<file path="src/rtl/fwd_hazard_ctrl.sv">
// Forwarding and load-use hazard controller for the 16-bit pipelined CPU.
// Keeps a shadow EX/MEM/WB destination pipeline and emits registered mux4_1 selects.
`timescale 1ns/1ps

module fwd_hazard_ctrl #(
  parameter int REG_ADDR_W = 2,
  parameter int CNT_W      = 16
) (
  input  logic                  clk,
  input  logic                  reset,
  input  logic                  id_valid,
  input  logic [REG_ADDR_W-1:0] id_rs,
  input  logic [REG_ADDR_W-1:0] id_rt,
  input  logic                  id_use_rs,
  input  logic                  id_use_rt,
  input  logic [REG_ADDR_W-1:0] id_rd,
  input  logic                  id_reg_write,
  input  logic                  id_mem_read,
  input  logic                  flush,
  output logic                  stall,
  output logic [1:0]            fwd_a,
  output logic [1:0]            fwd_b,
  output logic [CNT_W-1:0]      stall_count
);

  typedef logic [REG_ADDR_W-1:0] reg_addr_t;

  typedef struct packed {
    logic      valid;
    reg_addr_t rd;
    logic      reg_write;
    logic      mem_read;
  } stage_rec_t;

  typedef enum logic [1:0] {
    SEL_RF  = 2'd0,
    SEL_EX  = 2'd1,
    SEL_MEM = 2'd2,
    SEL_WB  = 2'd3
  } fwd_sel_e;

  localparam stage_rec_t BUBBLE  = '0;
  localparam logic [CNT_W-1:0] CNT_MAX = '1;

  stage_rec_t       ex_q,  ex_d;
  stage_rec_t       mem_q;
  stage_rec_t       wb_q;
  fwd_sel_e         fwd_a_q, fwd_a_d;
  fwd_sel_e         fwd_b_q, fwd_b_d;
  logic [CNT_W-1:0] cnt_q, cnt_d;
  logic             load_use;

  function automatic logic produces(input stage_rec_t s, input reg_addr_t r);
    return s.valid & s.reg_write & (s.rd == r);
  endfunction

  // The youngest producer wins, so EX is tested before MEM before WB.
  function automatic fwd_sel_e pick_sel(input logic use_r, input reg_addr_t r,
                                        input stage_rec_t ex, input stage_rec_t mem,
                                        input stage_rec_t wb);
    if (!use_r)              return SEL_RF;
    else if (produces(ex, r))  return SEL_EX;
    else if (produces(mem, r)) return SEL_MEM;
    else if (produces(wb, r))  return SEL_WB;
    else                       return SEL_RF;
  endfunction

  always_comb begin
    load_use = ex_q.valid & ex_q.mem_read & ex_q.reg_write &
               ((id_use_rs & (ex_q.rd == id_rs)) | (id_use_rt & (ex_q.rd == id_rt)));
  end

  // A flush kills the consumer, so the hazard it would have caused never stalls.
  assign stall = id_valid & ~flush & load_use;

  always_comb begin
    // NOTE: every combinational output gets a default first so no path leaves it unassigned (no latch).
    ex_d    = BUBBLE;
    fwd_a_d = SEL_RF;
    fwd_b_d = SEL_RF;
    cnt_d   = cnt_q;

    if (!flush && !stall) begin
      ex_d.valid     = id_valid;
      ex_d.rd        = id_rd;
      ex_d.reg_write = id_reg_write;
      ex_d.mem_read  = id_mem_read;
      if (id_valid) begin
        fwd_a_d = pick_sel(id_use_rs, id_rs, ex_q, mem_q, wb_q);
        fwd_b_d = pick_sel(id_use_rt, id_rt, ex_q, mem_q, wb_q);
      end
    end

    if (stall && (cnt_q != CNT_MAX)) begin
      cnt_d = cnt_q + CNT_W'(1);
    end
  end

  // NOTE: sequential state uses non-blocking assignments so every stage samples the pre-edge values.
  always_ff @(posedge clk or posedge reset) begin
    if (reset) begin
      ex_q    <= BUBBLE;
      mem_q   <= BUBBLE;
      wb_q    <= BUBBLE;
      fwd_a_q <= SEL_RF;
      fwd_b_q <= SEL_RF;
      cnt_q   <= '0;
    end else begin
      ex_q    <= ex_d;
      mem_q   <= ex_q;
      wb_q    <= mem_q;
      fwd_a_q <= fwd_a_d;
      fwd_b_q <= fwd_b_d;
      cnt_q   <= cnt_d;
    end
  end

  assign fwd_a       = fwd_a_q;
  assign fwd_b       = fwd_b_q;
  assign stall_count = cnt_q;

  // The WB load flag is carried for a uniform record but nothing downstream reads it.
  logic unused_wb_mem_read;
  assign unused_wb_mem_read = wb_q.mem_read;

endmodule
</file>
<file path="config.mk">
export PLATFORM = sky130hd
export DESIGN_NAME = fwd_hazard_ctrl
export DESIGN_NICKNAME = d
export VERILOG_FILES = /design/src/rtl/fwd_hazard_ctrl.sv
export SDC_FILE = /design/constraint.sdc
export NUM_CORES = 1
export LEC_CHECK = 0
export ABC_AREA = 1
export CAP_MARGIN = 15
export CORE_MARGIN = 2
export CORE_UTILIZATION = 25
export CTS_CLUSTER_DIAMETER = 40
export DETAILED_ROUTE_END_ITERATION = 10
export GPL_ROUTABILITY_DRIVEN = 0
export HOLD_SLACK_MARGIN = 0.03
export PLACE_DENSITY_LB_ADDON = 0.12
export SLEW_MARGIN = 5
export SYNTH_ARGS = -nofsm -noshare
export SYNTH_HDL_FRONTEND = slang
export SYNTH_SLANG_ARGS = --single-unit
</file>
<file path="constraint.sdc">
create_clock -name clk -period 3.8 [get_ports clk]
set_clock_uncertainty 0.05 [all_clocks]
set_input_delay 1.14 -clock clk [delete_from_list [all_inputs] [get_ports clk]]
set_output_delay 1.14 -clock clk [all_outputs]
set_load 0.01 [all_outputs]
</file>
==> flow_summary.ini <==
[run_status]
run_status = completed

[layout]
finish.net_count = 305
finish.instance_area_um2 = 2481
final_core_util_pct = 34.03
fraction_of_final_layout_cells_sized_beyond_drive_strength_1_pct = 15.46
antenna_cells = 0
final_cells = 390
area_grow_syn2layout_pct = 31.67
fill_cells = 819

[global_route]
grt_max_degree = 34
via_count_of_the_first_global_routing_pass = 1633
grt-ovfl-total = 0
grt_pass1_wl_um = 7783
number_of_antenna_violations_at_the_first_check_in_global_routing = 0
track_usage_pct = 11.84

[detailed_routing]
detail_route.wl_per_cell_um = 11.37
routed_wirelength_um = 4434
via_count = 1622
detail_route.drc_violations = 0
drt_via_density = 4.159
drt_iter0_markers = 35
drtAntennaViolNets = 0
detail_route.first_pass.iterations = 4

[sta]
layout_min_cycle_time_ns = 3.601
setup_viol_count_final = 0
worst_slew_pin_slew_ns = 0.4464
worst_hold_slack_ns = 0.3277
slew_headroom_pct = 70.24
achievable-frequency_ghz = 0.2777
timing_max_transition_violations_final = 0
finalHoldViolCount = 0
period_share_pct = 94.76
setup_repair_after_global_routing_missed_its_margin = no

[job]
max-cap-violations = 0

[yosys]
synth.avg_cell_area_um2 = 7.851
top_flip_flop_cell_by_instance_count_after_synthesis = sky130_fd_sc_hd__dfrtp_1
yosysSeqAreaShare_pct = 43.82
synth_cell_type_count = 19
number_of_synthesized_flops_with_an_enable_pin = 0
synth_most_common_cell = sky130_fd_sc_hd__nand2_1
postSynthCellCount = 240
synth.net_count = 255
synth_area_leaders = sky130_fd_sc_hd__dfrtp_1 (44%), sky130_fd_sc_hd__nand2_1 (14%), sky130_fd_sc_hd__inv_1 (8.0%)
synth.cells.most_frequent = sky130_fd_sc_hd__nand2_1 (68), sky130_fd_sc_hd__inv_1 (40), sky130_fd_sc_hd__dfrtp_1 (33)
yosys.area.top_type = sky130_fd_sc_hd__dfrtp_1
netlist_area_um2 = 1884
postSynthRegisterBits = 33
ys_async_sr_fraction_pct = 100.0
ys.warnings.count = 0
post-synth-top-area-fraction_pct = 43.82

[clocking]
cts-buffers-inserted = 5
cts.root.buffer_cell = sky130_fd_sc_hd__clkbuf_8
cts.sinks = 33
cts.reportedPaths.clkPinSlew_ns = 0.08
cts_setup_buffers = 0
insertion_delay_ns = 0.29
tritoncts = done
clock_tree.htree_level_count = 2
cts-root-to-sink-buffers = 2

[setup_path]
timing.reg2reg.worst_path_depth = 7
path_max_fanout = 2
r2r-start = stall_count[0]$_DFFE_PP0P_
end_kind = output port
regToRegEndpoint = stall_count[3]$_DFFE_PP0P_
setup.worst_path.class = in2out
timing.critical_path.arrival_ns = 2.41
worst-r2r-setup-slack_ns = 1.90
worst_setup_path_start_kind = primary input
timing.critical_path.required_ns = 2.61

[floorplan]
die_height_um = 90.82
die_w_um = 90.82
initial_core_util_pct = 25.84
die_area_um2 = 8247
fp-row-count = 31
ioPinCount = 35
coreArea_um2 = 7292

[placed_design]
post_dp_cell_area_um2 = 2391
io_buffers = 34
detailed_placer_s_ending_hpwl_um = 3263
place_inst = 382

[power]
ir_drop_mv = 0.1058
power_leakage_nw = 1.101
power_density_cells_nw_per_um2 = 282.0
power.total_mw = 0.6997

[min_path]
hold-path-endpoint = wb_q[4]$_DFF_PP0_
hold_start = mem_q[4]$_DFF_PP0_
hp-class = reg2reg
min_delay_path_depth = 0
[area by class of cell]
cell class              instances  area [µm²]  share of cell area, %
clock buffers                   5       68.82                  2.774
clock inverters                 3       22.52                 0.9077
inverters                      40       150.1                  6.051
multi-input cells             165       868.3                  35.00
flip-flops and latches         33       825.8                  33.28
well taps                      99       123.9                  4.992
repair buffers                 45       421.7                  16.99
[what timing repair did]
| item | 4_1_cts | 5_1_grt |
|---|---|---|
| endpoints found under the setup margin | 1 | 0 |
| hold buffers | 0 | 0 |
| resized for setup | 1 | 0 |
[where the power goes]
part	internal [mW]	switching (mW)
combinational	0.0297	0.0302
clock	0.128	0.146
sequential	0.359	0.00637
total	0.517	0.183
[metrics by stage]
step / setup TNS, ns / setup slack (ns)
2_1_floorplan: 0 / 0.9195
5_1_grt: 0 / 0.1019
3_3_place_gp: -0.03711 / -0.03711
6_report: 0 / 0.1991
4_1_cts: 0 / 0.1961
3_5_place_dp: -0.06734 / -0.06734
[flip-flops by register name (all words and copies together) (netlist names)]
signal       flops
wb_q             4
ex_q             5
mem_q            4
stall_count     16
fwd_b            2
fwd_a            2
[per-layer routing]
| metal | wire length, µm | global-route usage, % |
|---|---|---|
| met5 | 0 | 0 |
| met3 | 204 | 3.088 |
| met4 | 98 | 5.429 |
| met2 | 2024 | 18.97 |
| met1 | 2107 | 14.93 |
[cell usage in the layout, fill, tap and decap left out, types with 2 or more instances in the layout]
cell / netlist / routed
sky130_fd_sc_hd__clkdlybuf4s50_1: 0 / 33
sky130_fd_sc_hd__nand2_2: 9 / 9
sky130_fd_sc_hd__nand4_1: 10 / 10
sky130_fd_sc_hd__nand3b_1: 2 / 2
sky130_fd_sc_hd__nand2_1: 68 / 68
sky130_fd_sc_hd__nor2_1: 26 / 26
sky130_fd_sc_hd__clkinvlp_4: 0 / 3
sky130_fd_sc_hd__xnor2_1: 11 / 11
sky130_fd_sc_hd__buf_4: 0 / 11
sky130_fd_sc_hd__clkbuf_8: 0 / 5
sky130_fd_sc_hd__inv_1: 40 / 40
sky130_fd_sc_hd__dfrtp_1: 33 / 33
sky130_fd_sc_hd__nand3_1: 18 / 18
sky130_fd_sc_hd__o21ai_2: 13 / 13
[logic make-up after synthesis]
logic type / Yosys count / synth area share, %
and+or+nand+nor: 137 / 33.27
xor gates and xnor gates: 12 / 5.578
adders and majority gates: 1 / 0.6639
DFF: 33 / 43.82
AOI/OAI and AO/OA: 15 / 6.573
buffers and inverters: 42 / 10.09
[worst max-delay path by stage]
stage,startpoint,to,slack (ns)
2_1_floorplan,id_rt[0],stall,0.92
3_3_place_gp,id_rt[0],stall,-0.04
3_5_place_dp,id_rt[0],stall,-0.07
4_1_cts,id_rt[0],stall,0.20
5_1_grt,id_rt[0],stall,0.10
6_report,id_rt[0],stall,0.20
[worst max-delay path, stage by stage]
cell,delay [ns]
sky130_fd_sc_hd__clkdlybuf4s50_1,0.50
sky130_fd_sc_hd__xnor2_1,0.15
sky130_fd_sc_hd__nand3_1,0.12
sky130_fd_sc_hd__a21oi_1,0.21
sky130_fd_sc_hd__dlygate4sd2_1,0.29
Power figures use the tool's default switching activity.
